`config.mk`:
```
export PLATFORM = sky130hd
export DESIGN_NAME = filter_pipe_flat
export DESIGN_NICKNAME = d
export VERILOG_FILES = /design/src/rtl/filter_pipe_if.sv /design/src/rtl/filter_pipe.sv /design/src/flat_wrapper.sv
export SDC_FILE = /design/constraint.sdc
export NUM_CORES = 1
export LEC_CHECK = 0
export ABC_AREA = 1
export CELL_PAD_IN_SITES_DETAIL_PLACEMENT = 0
export CELL_PAD_IN_SITES_GLOBAL_PLACEMENT = 2
export CORE_ASPECT_RATIO = 0.5
export CORE_MARGIN = 5
export CORE_UTILIZATION = 29
export DETAILED_ROUTE_END_ITERATION = 10
export PLACE_DENSITY = 0.88
export SYNTH_ARGS = -nofsm -noshare
export SYNTH_HDL_FRONTEND = slang
export SYNTH_SLANG_ARGS = --single-unit
export TNS_END_PERCENT = 30
```
`constraint.sdc`:
```
create_clock -name clk -period 1.2 [get_ports clk]
set_input_delay 0.3 -clock clk [delete_from_list [all_inputs] [get_ports clk]]
set_output_delay 0.3 -clock clk [all_outputs]
set_load 0.05 [all_outputs]
```
`src/rtl/filter_pipe_if.sv`:
```
// Producer/consumer bundle for filter_pipe: input item, output item,
// flush request and in-flight count. The slave modport is the pipe
// itself; the master modport is whoever drives and consumes it.
interface filter_pipe_if #(
    parameter int WIDTH  = 16,
    parameter int STAGES = 2
);
    localparam int CW = $clog2(STAGES + 1);

    logic [WIDTH-1:0] io_x_data;
    logic             io_x_parity;
    logic             io_x_valid;
    logic             io_x_ready;
    logic             io_flush;
    logic [WIDTH-1:0] io_y_data;
    logic             io_y_parity;
    logic             io_y_valid;
    logic             io_y_ready;
    logic [CW-1:0]    io_count;

    modport slave (
        input  io_x_data,
        input  io_x_parity,
        input  io_x_valid,
        input  io_flush,
        input  io_y_ready,
        output io_x_ready,
        output io_y_data,
        output io_y_parity,
        output io_y_valid,
        output io_count
    );

    modport master (
        output io_x_data,
        output io_x_parity,
        output io_x_valid,
        output io_flush,
        output io_y_ready,
        input  io_x_ready,
        input  io_y_data,
        input  io_y_parity,
        input  io_y_valid,
        input  io_count
    );
endinterface

```
`src/rtl/filter_pipe.sv`:
```
// Elastic chain of STAGES registered filter stages. Each stage rotates
// the (WIDTH+1)-bit word {data,parity} left by one, so the whole pipe
// rotates it by STAGES. Every stage has its own valid bit; a stage loads
// whenever it is empty or the stage after it is loading, which lets
// bubbles collapse while the consumer stalls. A flush empties the pipe
// without touching data/parity registers.
module filter_pipe #(
    parameter int WIDTH  = 16,
    parameter int STAGES = 2
) (
    input  logic          clk,
    input  logic          reset,
    filter_pipe_if.slave  io
);
    localparam int CW = $clog2(STAGES + 1);
    localparam logic [CW-1:0] ONE_C = CW'(1'b1);

    // One filter step: {d,p} rotated left by one bit.
    // Result layout is {d', p'}.
    function automatic logic [WIDTH:0] stage_xform(
        input logic [WIDTH-1:0] d,
        input logic             p
    );
        return {d[WIDTH-2:0], p, d[WIDTH-1]};
    endfunction

    logic [STAGES-1:0]            v_q;
    logic [STAGES-1:0]            v_d;
    logic [STAGES-1:0][WIDTH-1:0] data_q;
    logic [STAGES-1:0][WIDTH-1:0] data_d;
    logic [STAGES-1:0]            parity_q;
    logic [STAGES-1:0]            parity_d;
    logic [CW-1:0]                count_q;
    logic [CW-1:0]                count_d;

    logic [STAGES-1:0]            en_s;
    logic [STAGES-1:0]            up_valid_s;
    logic [STAGES-1:0][WIDTH-1:0] up_data_s;
    logic [STAGES-1:0]            up_parity_s;
    logic                         x_hs_s;
    logic                         y_hs_s;

    // Load enables: stage k may load unless it and every stage after it
    // are full while the consumer is stalled.
    always_comb begin
        logic all_full;
        all_full = 1'b1;
        en_s     = '0;
        for (int k = STAGES - 1; k >= 0; k--) begin
            all_full = all_full & v_q[k];
            en_s[k]  = io.io_y_ready | ~all_full;
        end
    end

    // Stage inputs: stage 0 from the producer, others from the previous stage.
    always_comb begin
        up_valid_s     = '0;
        up_data_s      = '0;
        up_parity_s    = '0;
        up_valid_s[0]  = io.io_x_valid & ~io.io_flush;
        up_data_s[0]   = io.io_x_data;
        up_parity_s[0] = io.io_x_parity;
        for (int k = 1; k < STAGES; k++) begin
            up_valid_s[k]  = v_q[k-1];
            up_data_s[k]   = data_q[k-1];
            up_parity_s[k] = parity_q[k-1];
        end
    end

    assign x_hs_s = io.io_x_valid & io.io_x_ready;
    assign y_hs_s = v_q[STAGES-1] & io.io_y_ready;

    // Next state of every stage's valid, data and parity registers.
    always_comb begin
        logic [WIDTH:0] xf;
        v_d      = v_q;
        data_d   = data_q;
        parity_d = parity_q;
        xf       = '0;
        for (int k = 0; k < STAGES; k++) begin
            xf = stage_xform(up_data_s[k], up_parity_s[k]);
            if (io.io_flush) begin
                v_d[k] = 1'b0;
            end else if (en_s[k]) begin
                v_d[k] = up_valid_s[k];
                if (up_valid_s[k]) begin
                    data_d[k]   = xf[WIDTH:1];
                    parity_d[k] = xf[0];
                end else begin
                    data_d[k]   = data_q[k];
                    parity_d[k] = parity_q[k];
                end
            end else begin
                v_d[k] = v_q[k];
            end
        end
    end

    // In-flight count: +1 on accept, -1 on emit, cleared by flush.
    always_comb begin
        count_d = count_q;
        if (io.io_flush) begin
            count_d = '0;
        end else begin
            case ({x_hs_s, y_hs_s})
                2'b10:   count_d = count_q + ONE_C;
                2'b01:   count_d = count_q - ONE_C;
                default: count_d = count_q;
            endcase
        end
    end

    // Pipeline state registers with asynchronous active-low reset.
    always_ff @(posedge clk or negedge reset) begin
        if (!reset) begin
            v_q      <= '0;
            data_q   <= '0;
            parity_q <= '0;
            count_q  <= '0;
        end else begin
            v_q      <= v_d;
            data_q   <= data_d;
            parity_q <= parity_d;
            count_q  <= count_d;
        end
    end

    assign io.io_x_ready  = en_s[0] & ~io.io_flush;
    assign io.io_y_valid  = v_q[STAGES-1];
    assign io.io_y_data   = data_q[STAGES-1];
    assign io.io_y_parity = parity_q[STAGES-1];
    assign io.io_count    = count_q;

endmodule

```
`src/flat_wrapper.sv`:
```
// flat-port wrapper written by rule: the top's interface ports become plain ports
module filter_pipe_flat 
#(
    parameter int WIDTH  = 16,
    parameter int STAGES = 2
)
  (clk, reset, io_io_x_data, io_io_x_parity, io_io_x_valid, io_io_flush, io_io_y_ready, io_io_x_ready, io_io_y_data, io_io_y_parity, io_io_y_valid, io_io_count);
  filter_pipe_if #(.WIDTH(WIDTH), .STAGES(STAGES)) io_i ();
  input  logic clk;
  input  logic reset;
  input wire logic [$bits(io_i.io_x_data)-1:0] io_io_x_data;
  input wire logic [$bits(io_i.io_x_parity)-1:0] io_io_x_parity;
  input wire logic [$bits(io_i.io_x_valid)-1:0] io_io_x_valid;
  input wire logic [$bits(io_i.io_flush)-1:0] io_io_flush;
  input wire logic [$bits(io_i.io_y_ready)-1:0] io_io_y_ready;
  output wire logic [$bits(io_i.io_x_ready)-1:0] io_io_x_ready;
  output wire logic [$bits(io_i.io_y_data)-1:0] io_io_y_data;
  output wire logic [$bits(io_i.io_y_parity)-1:0] io_io_y_parity;
  output wire logic [$bits(io_i.io_y_valid)-1:0] io_io_y_valid;
  output wire logic [$bits(io_i.io_count)-1:0] io_io_count;
  assign io_i.io_x_data = io_io_x_data;
  assign io_i.io_x_parity = io_io_x_parity;
  assign io_i.io_x_valid = io_io_x_valid;
  assign io_i.io_flush = io_io_flush;
  assign io_i.io_y_ready = io_io_y_ready;
  assign io_io_x_ready = io_i.io_x_ready;
  assign io_io_y_data = io_i.io_y_data;
  assign io_io_y_parity = io_i.io_y_parity;
  assign io_io_y_valid = io_i.io_y_valid;
  assign io_io_count = io_i.io_count;
  filter_pipe #(.WIDTH(WIDTH), .STAGES(STAGES)) u_core (.clk(clk), .reset(reset), .io(io_i));
endmodule
```
==> flow_metrics.py <==
metrics = {
    "sta": {
        "tightest_slew_ns": 0.201,
        "fin_crit_ns": 1.33,
        "timing.final.ws_setup_ns": -0.132,
        "fmax_mhz": 751,
        "hold_violations": 0,
        "rsz0062_at_grt": "yes",
        "setup_violations": 24,
        "finalSetupTns_ns": -0.532,
        "fin_crit_sh_pct": 111,
        "slew_headroom_pct": 86.6,
        "slew_viol_final": 0,
        "clock_skew_ns": 0.00251,
    },
    "critical_path": {
        "crit_required_ns": 0.90,
        "critPathKind": "reg -> out",
        "crit_fanout": 2,
        "critical_path.top_delay_family": "flip-flops",
        "crit_arrival_ns": 1.03,
        "critPathLaunchType": "register",
        "path_cells": "a31oi_4 -> buf_12",
        "slowest_stage": "dfrtp_2",
        "critPathCaptureType": "primary output",
        "critPathMaxStageDelay_ns": 0.42,
        "path_buf_inv": 1,
    },
    "synth": {
        "synth_area_per_cell_sq_um": 9.51,
        "syn-num-nets": 196,
        "synth-seq-cells": 38,
        "yosysWarnings": 0,
        "yosysSeqAreaShare_pct": 57.5,
        "synth_area_sq_um": 1650,
        "synthCells": 174,
        "synth.distinct_cells": 18,
    },
    "cells_and_area": {
        "multi_input_area_sq_um": 505,
        "drive_above_1_share_pct": 31.3,
        "stdcell_count": 287,
        "finalNetCount": 235,
        "diodes": 0,
        "nFillCells": 522,
        "regArea_sq_um": 956,
        "area_growth_pct": 55.4,
        "layout_common_cells": "dfrtp_1 (34), nand2_1 (25), buf_12 (25)",
        "final_common_cell": "dfrtp_1",
    },
    "flow_run": {
        "max_cap_violations": 0,
    },
    "placement": {
        "hpwl_um": 2230,
        "dp.cells": 274,
        "place_congestion": 0.786,
        "pre_cts_ws_ns": -0.389,
        "io_buffers": 42,
    },
    "clock_tree": {
        "cts_sinks": 38,
        "cts.path.max_buffers": 2,
        "clkLatencyLatePin_ns": 0.27,
        "htree_num_levels": 2,
        "clk_pin_slew_ns": 0.05,
        "cts_root_buffer": "clkbuf_16",
        "cts_buffers": 5,
        "cts_tree": "done",
    },
    "die": {
        "coreArea_sq_um": 5520,
        "die_h_um": 63.4,
        "dieWidth_um": 117,
        "dieArea_sq_um": 7410,
        "io-pin-count": 43,
        "row_count": 19,
        "start_util_pct": 30.0,
    },
    "route": {
        "dr.pass1.iters": 4,
        "first_iter_violations": 58,
        "post_drt_via_cell_ratio": 4.11,
        "vias": 1179,
        "wl_per_cell_um": 10.9,
        "ant_nets": 0,
        "drc": 0,
        "wirelength_um": 3120,
    },
    "grt": {
        "grt_pass1_wl_um": 5060,
        "grt_max_degree": 39,
        "gr-total-overflow": 0,
        "antenna_found_initial": 0,
        "grt.total_usage_pct": 8.74,
        "grt_pass1_vias": 1193,
    },
    "status": {
        "outcome": "finished with violations",
        "violations": "setup timing",
    },
    "power": {
        "vdd_drop_max_uv": 754,
        "p_leak_uw": 0.00122,
        "power_density_nw_per_um2": 1730,
    },
    "min_path": {
        "holdCritPathClass": "in -> reg",
    },
}
[synthesized netlist by cell type]
| library cell | number | share of area, % |
|---|---|---|
| nand2_1 | 27 | 6.1 |
| nand3_2 | 1 | 0.61 |
| buf_4 | 19 | 8.6 |
| nand2_4 | 2 | 1.4 |
| a21oi_1 | 18 | 5.4 |
| clkbuf_2 | 1 | 0.30 |
| nor2_2 | 2 | 0.76 |
| a21oi_2 | 1 | 0.53 |
| dfrtp_1 | 38 | 57 |
| nand3b_4 | 1 | 1.2 |
| nand3_1 | 2 | 0.61 |
| xnor2_1 | 1 | 0.53 |
| nand2_2 | 1 | 0.38 |
| inv_1 | 22 | 5.0 |
| a31oi_1 | 1 | 0.38 |
| buf_6 | 2 | 1.4 |
| o21ai_0 | 18 | 5.4 |
| nor2_1 | 17 | 3.9 |
[worst register-to-register path: stages, from the launching register on]
cell	delay (ns)
dfrtp_2	0.44
buf_4	0.16
nand3_2	0.11
nand2_4	0.11
buf_12	0.16
nor2_1	0.10
a21oi_1	0.05
[per-stage QoR]
stage,total power (uW),util [%],hold slack [ns],cell area [sq um]
after global placement,3150,42.1,0.283,2320
after detailed placement,3170,42.1,0.281,2320
final,4460,46.6,0.280,2570
after CTS,4490,45.5,0.400,2510
after floorplan,2520,-,0.00441,1670
after global routing,4680,46.6,0.276,2570
[cells by family (layout without fill, tap and decap cells)]
family | count (synthesis) | count (layout) | share of synthesized area (%)
flip-flops | 38 | 38 | 57.5
AND/OR/NAND/NOR | 53 | 53 | 14.9
XOR/XNOR | 1 | 1 | 0.530
buffers and inverters | 44 | 84 | 15.3
AO/OA/AOI/OAI | 38 | 38 | 11.8
[cell type report]
cell class | count | share of cell area (%)
sequential | 38 | 37.2
timing repair buffer | 54 | 30.5
multi-input combinational | 92 | 19.7
clock buffer | 6 | 5.40
tap | 73 | 3.55
inverter | 22 | 3.21
clock inverter | 2 | 0.487
[sequential cells by signal (all words and copies together) (netlist names)]
signal	flops
u_core.data_q	16
u_core.parity_q	2
u_core.io.io_y_data	16
u_core.v_q	2
u_core.io.io_count	2
[metal layers]
| metal | share of wire, % | vias to the layer above | GRT usage [%] |
|---|---|---|---|
| met1 | 41 | 553 | 9.32 |
| li1 | - | 604 | - |
| met4 | 0.93 | 0 | 3.86 |
| met2 | 54 | 17 | 15.8 |
| met5 | 0 | - | 0 |
| met3 | 3.0 | 5 | 2.68 |
[where the power goes]
part | switching (uW) | internal (uW) | total [uW]
Combinational | 770 | 732 | 1500
Sequential | 176 | 1490 | 1670
Clock | 463 | 820 | 1280
[path summary, 6_finish.rpt]
path / from / to / slack (ns) / cells past startpoint
worst min-delay path: io_io_flush / u_core.v_q[0] / 0.28 / 2
worst max-delay path: u_core.v_q[0] / io_io_x_ready / -0.13 / 2
min in group asynchronous: reset / u_core.parity_q[0] / 0.53 / 3
worst min register to register: u_core.data_q[0] / u_core.data_q[0] / 0.51 / 2
worst max register to register: u_core.v_q[1] / u_core.data_q[14] / -0.03 / 6
max in group asynchronous: reset / u_core.v_q[0] / 0.48 / 3
[what timing repair did]
action,4_1_cts,5_1_grt
setup buffers,3,0
setup endpoints to repair,39,40
pin swaps,0,1
hold endpoints to repair,38,0
gates resized for setup,8,15
hold buffers,1,0
gates cloned,0,1
No activity file was read; power rests on OpenSTA's default activity.
